===== config.mk =====
export PLATFORM = sky130hd
export DESIGN_NAME = cc_miss_req_unit
export DESIGN_NICKNAME = d
export VERILOG_FILES = /design/src/rtl/cc_pkg.sv /design/src/rtl/cc_miss_req_unit.sv
export SDC_FILE = /design/constraint.sdc
export NUM_CORES = 1
export LEC_CHECK = 0
export ABC_AREA = 1
export BUFFER_PORTS_ARGS = -buffer_cell sky130_fd_sc_hd__buf_2
export CAP_MARGIN = 20
export CELL_PAD_IN_SITES_DETAIL_PLACEMENT = 0
export CELL_PAD_IN_SITES_GLOBAL_PLACEMENT = 1
export CORE_MARGIN = 10
export CORE_UTILIZATION = 28
export DETAILED_ROUTE_END_ITERATION = 8
export PLACE_DENSITY = 0.83
export RECOVER_POWER = 100
export REMOVE_ABC_BUFFERS = 1
export SETUP_SLACK_MARGIN = 0.2
export SYNTH_ARGS = -nofsm -noshare
export SYNTH_HDL_FRONTEND = slang
export SYNTH_SLANG_ARGS = --single-unit
export TNS_END_PERCENT = 20

===== constraint.sdc =====
create_clock -name clk -period 1.5 [get_ports clk]
set_input_delay 0.15 -clock clk [delete_from_list [all_inputs] [get_ports clk]]
set_output_delay 0.15 -clock clk [all_outputs]
set_load 0.03 [all_outputs]

===== src/rtl/cc_pkg.sv =====
`default_nettype none
// ============================================================================
// Module      : cc_pkg
// Description : Shared cache-controller constants and types. Used by the miss
//               request stage and the data fill unit so both sides agree on
//               line geometry and AXI burst encoding.
// Revision    : 1.0 - initial release
// ============================================================================
package cc_pkg;

    // AXI burst encoding for one 64-byte line fetched as 8 x 64-bit beats
    localparam logic [1:0] AXI_BURST_WRAP = 2'b10;
    localparam logic [2:0] AXI_SIZE_8B    = 3'd3;
    localparam int         LINE_BEATS     = 8;
    localparam logic [3:0] AXI_LEN_LINE   = 4'd7;
    localparam logic [3:0] AXI_ID_MISS    = 4'd0;

    // 32-bit byte address split: tag | index | line offset
    localparam int TAG_W    = 17;
    localparam int INDEX_W  = 9;
    localparam int OFFSET_W = 6;

    // Miss request FSM
    typedef enum logic [0:0] {
        S_IDLE = 1'b0,
        S_REQ  = 1'b1
    } miss_req_state_t;

endpackage : cc_pkg
`default_nettype wire


===== src/rtl/cc_miss_req_unit.sv =====
`default_nettype none
// ============================================================================
// Module      : cc_miss_req_unit
// Description : Miss request stage. Accepts a miss from tag compare, pushes
//               the miss address into the fill unit's miss address FIFO and
//               issues one critical-word-first AXI WRAP burst (8 x 64 bit) on
//               the AR channel. An outstanding-burst counter, decremented by
//               the fill unit's FIFO pop, limits the number of fills in flight.
// Ports       : clk, rst                  - clock / sync active-high reset
//               miss_i, miss_addr_i       - miss request (held until ack)
//               miss_ack_o                - miss accepted this cycle
//               miss_addr_fifo_*          - push side of miss address FIFO
//               fill_done_i               - fill unit popped the FIFO
//               mem_ar*                   - AXI read address channel
//               busy_o                    - request pending or fills in flight
// Revision    : 1.0 - initial release
// ============================================================================
module cc_miss_req_unit
    import cc_pkg::*;
#(
    parameter int unsigned MAX_OUTSTANDING = 1
) (
    input  logic        clk,
    input  logic        rst,
    input  logic        miss_i,
    input  logic [31:0] miss_addr_i,
    output logic        miss_ack_o,
    input  logic        miss_addr_fifo_full_i,
    output logic        miss_addr_fifo_wren_o,
    output logic [31:0] miss_addr_fifo_wdata_o,
    input  logic        fill_done_i,
    output logic [3:0]  mem_arid_o,
    output logic [31:0] mem_araddr_o,
    output logic [3:0]  mem_arlen_o,
    output logic [2:0]  mem_arsize_o,
    output logic [1:0]  mem_arburst_o,
    output logic        mem_arvalid_o,
    input  logic        mem_arready_i,
    output logic        busy_o
);

    localparam logic [2:0] c_max_outstanding = 3'(MAX_OUTSTANDING);

    miss_req_state_t r_state;
    miss_req_state_t w_state_next;
    logic [31:0]     r_araddr;
    logic [2:0]      r_outstanding;
    logic            w_accept;
    logic            w_ar_hs;

    // Acceptance is only possible from idle with FIFO room and fill budget.
    // Gating with rst keeps ack/wren low while reset is held.
    assign w_accept = !rst && (r_state == S_IDLE) && miss_i &&
                      !miss_addr_fifo_full_i &&
                      (r_outstanding < c_max_outstanding);

    // arvalid is a pure state decode, so arready never reaches it combinationally
    assign w_ar_hs = mem_arvalid_o && mem_arready_i;

    // ------------------------------------------------------------------------
    // FSM: state register
    // ------------------------------------------------------------------------
    always_ff @(posedge clk) begin
        if (rst) begin
            r_state <= S_IDLE;
        end else begin
            r_state <= w_state_next;
        end
    end

    // ------------------------------------------------------------------------
    // FSM: next-state logic
    // ------------------------------------------------------------------------
    always_comb begin
        w_state_next = r_state;
        unique case (r_state)
            S_IDLE:  if (w_accept)      w_state_next = S_REQ;
            S_REQ:   if (mem_arready_i) w_state_next = S_IDLE;
            default: w_state_next = S_IDLE;
        endcase
    end

    // ------------------------------------------------------------------------
    // FSM: outputs
    // ------------------------------------------------------------------------
    always_comb begin
        miss_ack_o            = 1'b0;
        miss_addr_fifo_wren_o = 1'b0;
        mem_arvalid_o         = 1'b0;
        unique case (r_state)
            S_IDLE: begin
                miss_ack_o            = w_accept;
                miss_addr_fifo_wren_o = w_accept;
            end
            S_REQ: begin
                mem_arvalid_o = 1'b1;
            end
            default: begin
                mem_arvalid_o = 1'b0;
            end
        endcase
    end

    // ------------------------------------------------------------------------
    // AR address: captured at acceptance, stable for the whole S_REQ period.
    // Aligned to the 64-bit beat; the WRAP burst starts at the critical word
    // (addr[5:3]) and wraps inside the 64-byte line.
    // ------------------------------------------------------------------------
    always_ff @(posedge clk) begin
        if (rst) begin
            r_araddr <= 32'd0;
        end else if (w_accept) begin
            r_araddr <= {miss_addr_i[31:3], 3'b000};
        end
    end

    // ------------------------------------------------------------------------
    // Outstanding bursts: +1 on AR handshake, -1 on fill pop. A pop with no
    // bursts in flight is ignored rather than wrapping the counter.
    // ------------------------------------------------------------------------
    always_ff @(posedge clk) begin
        if (rst) begin
            r_outstanding <= 3'd0;
        end else begin
            unique case ({w_ar_hs, fill_done_i})
                2'b10:   r_outstanding <= r_outstanding + 3'd1;
                2'b01:   if (r_outstanding != 3'd0) r_outstanding <= r_outstanding - 3'd1;
                default: r_outstanding <= r_outstanding;
            endcase
        end
    end

    assign miss_addr_fifo_wdata_o = miss_addr_i;
    assign mem_araddr_o           = r_araddr;
    assign mem_arid_o             = AXI_ID_MISS;
    assign mem_arlen_o            = AXI_LEN_LINE;
    assign mem_arsize_o           = AXI_SIZE_8B;
    assign mem_arburst_o          = AXI_BURST_WRAP;
    assign busy_o                 = (r_state != S_IDLE) || (r_outstanding != 3'd0);

endmodule : cc_miss_req_unit
`default_nettype wire


Word level (Yosys, flattened, before mapping)
Index checks and enable logic that the tools add are counted.
{"block": "word_totals", "reg_bits": 33, "in_bits": 38, "out_inout_bits": 81, "wordCells": 28}
{"block": "op_classes", "n_addsub": 2, "n_lt_le_gt_ge": 1, "n_eq_ne": 3, "n_mux": 7, "bitwise": 1, "n_reduce_logical": 11}
{"operator": "$pmux W3 S2", "n": 1}
{"operator": "$logic_and A1 B1 Y1", "n": 5}
{"operator": "$mux W1", "n": 4}
{"operator": "$add A3 B1 Y3 const B", "n": 1}
{"operator": "$lt A3 B1 Y1 const B", "n": 1}
{"operator": "$mux W3", "n": 1}
{"operator": "$reduce_bool A3 Y1", "n": 1}
{"operator": "$sub A3 B1 Y3 const B", "n": 1}
{"operator": "$eq A2 B1 Y1 const B", "n": 1}
{"operator": "$eq A2 B2 Y1 const B", "n": 1}
{"operator": "$logic_not A1 Y1", "n": 2}
{"operator": "$ne A2 B2 Y1 const B", "n": 1}
{"operator": "$pmux W1 S2", "n": 1}
{"operator": "$reduce_and A2 Y1", "n": 1}
{"operator": "$reduce_bool A2 Y1", "n": 1}
{"operator": "$logic_or A1 B1 Y1", "n": 1}
{"operator": "$not A1 Y1", "n": 1}

Longest topological paths before layout
{"block": "depth", "ltp_word": 7, "depth_mapped": 9, "ltp_nobuf": 9}

Worst setup path after synthesis
Ideal clock, no wire load.
{"block": "synth_timing", "path_type": "register to output", "start": "register r_state", "end": "output miss_addr_fifo_wren_o", "arrival_time_ns": 1.432, "required_ns": 1.350, "path_slack_ns": -0.082, "stages_incl_launch_ff": 8, "path_buffers": 2, "path_cell_list": "dfxtp_1 -> inv_1 -> nand2_2 -> nor3_4 -> nand2_1 -> buf_2 -> inv_1 -> buf_4"}
{"block": "synth_between", "elab_chain_cells": 6}
{"item": "start, declared", "line": "cc_miss_req_unit.sv:44", "text": "miss_req_state_t r_state;"}
{"item": "start signal, assigned", "line": "cc_miss_req_unit.sv:67", "text": "r_state <= w_state_next;"}
{"item": "$not A1 Y1"}
{"item": "$logic_and A1 B1 Y1 (3 in a row)", "line": "cc_miss_req_unit.sv:53", "text": "assign w_accept = !rst && (r_state == S_IDLE) && miss_i &&"}
{"item": "$logic_and A1 B1 Y1", "line": "cc_miss_req_unit.sv:54", "text": "!miss_addr_fifo_full_i &&"}
{"item": "$mux W1 *"}
{"item": "end, declared", "line": "cc_miss_req_unit.sv:29", "text": "output logic miss_addr_fifo_wren_o,"}
Mark *: on every way between the ends. The rest lies on a longest branch, timed or not.

Worst setup path in the final report
{"block": "layout_timing", "start": "register r_outstanding[0]", "end": "output busy_o"}
{"block": "layout_between", "elab_chain_cells": 2}
{"item": "start, declared", "line": "cc_miss_req_unit.sv:47", "text": "logic [2:0] r_outstanding;"}
{"item": "start signal, assigned", "line": "cc_miss_req_unit.sv:126", "text": "2'b10: r_outstanding <= r_outstanding + 3'd1;"}
{"item": "start signal, assigned", "line": "cc_miss_req_unit.sv:127", "text": "2'b01: if (r_outstanding != 3'd0) r_outstanding <= r_outstanding - 3'd1;"}
{"item": "start signal, assigned", "line": "cc_miss_req_unit.sv:128", "text": "default: r_outstanding <= r_outstanding;"}
{"item": "$reduce_bool A3 Y1", "line": "cc_miss_req_unit.sv:139", "text": "assign busy_o = (r_state != S_IDLE) || (r_outstanding != 3'd0);"}
{"item": "$logic_or A1 B1 Y1", "line": "cc_miss_req_unit.sv:139"}
{"item": "end, declared", "line": "cc_miss_req_unit.sv:39", "text": "output logic busy_o"}
Every way passes these cells.

==> results by group <==
Run status
  – Outcome: finished clean

Synth
  – Register bit total from synthesis: 33
  – YS warnings: 0
  – Synth Instances: 292
  – Synth Cell Area: 0.00193 mm^2
  – Sequential element share of the synthesized area: 0.342
  – Syn Area/Cell: 6.62 um^2
  – Post-synth cell types: 17

Floorplanning
  – # IOs: 119
  – # rows: 30
  – Initial Utilization: 0.286
  – Die height: 103 um
  – Die area: 0.0106 mm^2
  – Core Footprint: 0.00676 mm^2
  – Die Wd: 103 um

STA
  – Unrepaired setup endpoints after global routing: yes
  – Final worst setup slack: 139 ps
  – Setup-failing EPs final: 0
  – Period utilization: 0.908
  – Number of max-slew violations in the final report: 0
  – Setup Skew: 2.62 ps
  – Final min period: 1360 ps
  – Hold slack: 76.9 ps
  – Max Fclk: 735 MHz
  – Setup TNS: 0 ps
  – Endpoints failing hold: 0

Place
  – Routability congestion estimate: 0.705
  – Post-place setup slack: 184 ps
  – Post-DP HPWL: 4060 um
  – Port Buf Inserts: 96
  – Placed cell area: 0.00218 mm^2

Global routing
  – Vias in the first global route: 1833
  – Initial antenna violation count: 1
  – Largest net degree at the start of global routing: 32
  – GRT Residual Overflow: 0
  – First-pass GRT wire length: 8340 um
  – Total GRT Usage: 0.0982

Critical path
  – CP endpoint kind: output pin
  – Register-to-register setup slack: 220 ps
  – Worst path arrival time: 1210 ps
  – Max incr delay on CP: 370 ps
  – Startpoint types: register
  – Worst-path fanout max: 5
  – Worst Reg2Reg Path Length in Cells: 6
  – Critical path's slowest cell: dfxtp_4
  – Critical path, cell by cell: inv_2, ha_1, inv_1, nor2_1, nand2_1, buf_6
  – CP Data Required Time: 1350 ps
  – CP Class: register to output pin

Clock tree
  – Worst-Skew Late Latency: 280 ps
  – CTS Buf Count: 5
  – Clock sink count: 33
  – Root buffer cell: clkbuf_8
  – CTS tree: built
  – Worst-path clk slew: 70 ps
  – Clk buf depth: 2
  – Cts-stage hold buffer count: 0
  – H-tree depth: 2

Detailed routing
  – Drt wl/cell: 12.0 um
  – DR iter-0 viols: 53
  – DRC: 0
  – Antenna violation net count after detailed routing: 0
  – DR vias/cell: 4.01
  – Routed wire length: 5300 um
  – Via count: 1769
  – DRT Pass-1 Iters: 4

Power and ir drop
  – Sequential Power Share: 0.332
  – Pwr/cell area: 1490 mW/mm^2
  – LEAKAGE: 1.15 nW
  – Net Sw Power: 0.00150 W
  – Sw Ratio: 0.440
  – Maximum vdd ir drop: 0.454 mV
  – Internal power: 0.00191 W
  – Comb pwr share: 0.449
  – Clock share of power: 0.219

Cells and area
  – Cell area after layout: 0.00228 mm^2
  – Ratio of cells with drive above 1 in the final layout: 0.189
  – Nets: 400
  – Final core occ: 0.337
  – # fillers: 756
  – Most frequent cells in the layout: nand2_1 (78), clkbuf_1 (59), inv_1 (36), nor2_1 (35), buf_2 (34)
  – Syn-to-layout area delta: 17.9%
  – Most common cell after layout, fill and taps aside: nand2_1

Min path
  – Worst hold stages: 2
  – Min-delay worst type: input port to register

Run
  – Total of max-cap violations: 0
-- synth_stat cells (all sizes together) --
master	count	area [um^2]
a21oi	1	5.00
buf	58	427
clkbuf	3	11.3
conb	2	7.51
dfxtp	33	661
ha	3	37.5
inv	42	158
nand2	79	299
nand3	33	165
nor2	36	138
nor3	1	16.3
o31ai	1	7.51
-- through the flow --
stage               power (W)  instances
CTS                   0.00349        439
global placement      0.00260        428
finish                0.00341        441
global route          0.00368        440
detailed placement    0.00261        428
floorplan             0.00204        245
-- logic make-up (layout without fill, tap and decap cells) --
family | after synthesis | after routing | share of synthesized area
adders and majority gates | 3 | 3 | 0.0194
DFF | 33 | 33 | 0.342
buffers and inverters | 103 | 157 | 0.308
AOI/OAI and AO/OA | 2 | 2 | 0.00648
and+or+nand+nor | 149 | 149 | 0.320
other | 2 | 17 | 0.00389
-- critical path: cells and delay by family, from the launching register on --
family / cells / cell delay (ps)
AND/OR/NAND/NOR: 2 / 150
flip-flops: 1 / 370
adder cells (fa/ha/maj): 1 / 160
buffers and inverters: 3 / 250
-- area by class of cell --
type	instances	area, um^2	area share
Antenna cell	1	2.50	0.00110
Clock buffer	7	96.3	0.0423
Clock inverter	1	5.00	0.00220
Inverter	42	158	0.0692
Multi-Input combinational cell	170	728	0.320
Sequential cell	33	669	0.294
Tap cell	80	100	0.0439
Timing Repair Buffer	107	519	0.228
-- power groups by stage --
| stage | clock network [W] | registers, W | logic, W |
|---|---|---|---|
| 4_1_cts | 0.000781 | 0.00112 | 0.00159 |
| 6_report | 0.000747 | 0.00113 | 0.00153 |
| 3_3_place_gp | 0 | 0.00112 | 0.00148 |
| 3_5_place_dp | 0 | 0.00113 | 0.00148 |
| 5_1_grt | 0.000813 | 0.00115 | 0.00171 |
| 2_1_floorplan | 0 | 0.00132 | 0.000715 |
-- routing by layer --
metal  share of wire  wire length [um]  vias to the layer above  GRT usage
met4          0.0032                17                        0     0.0267
met3           0.088               466                        2     0.0469
li1                -                 -                      930          -
met2            0.47              2510                       68      0.165
met1            0.44              2310                      769      0.108
met5               0                 0                        -          0
-- registers in the layout (all words and copies together), names as in the netlist --
signal and cells:
r_outstanding 3, r_state 1, mem_araddr_o 29
-- repair_timing --
item	in CTS	in global routing
endpoints found under the setup margin	5	34
resized for setup	15	6
buffers inserted	3	1
-- final timing paths --
check,endpoint,startpoint
worst max-delay path,busy_o,r_outstanding[0]$_SDFFE_PP0P_
worst min-delay path,r_state$_SDFF_PP0_,mem_arready_i
worst max register to register,mem_araddr_o[19]$_SDFFE_PP0P_,r_state$_SDFF_PP0_
worst min register to register,r_state$_SDFF_PP0_,r_state$_SDFF_PP0_
Note: power is estimated with default switching activity, not from simulation.
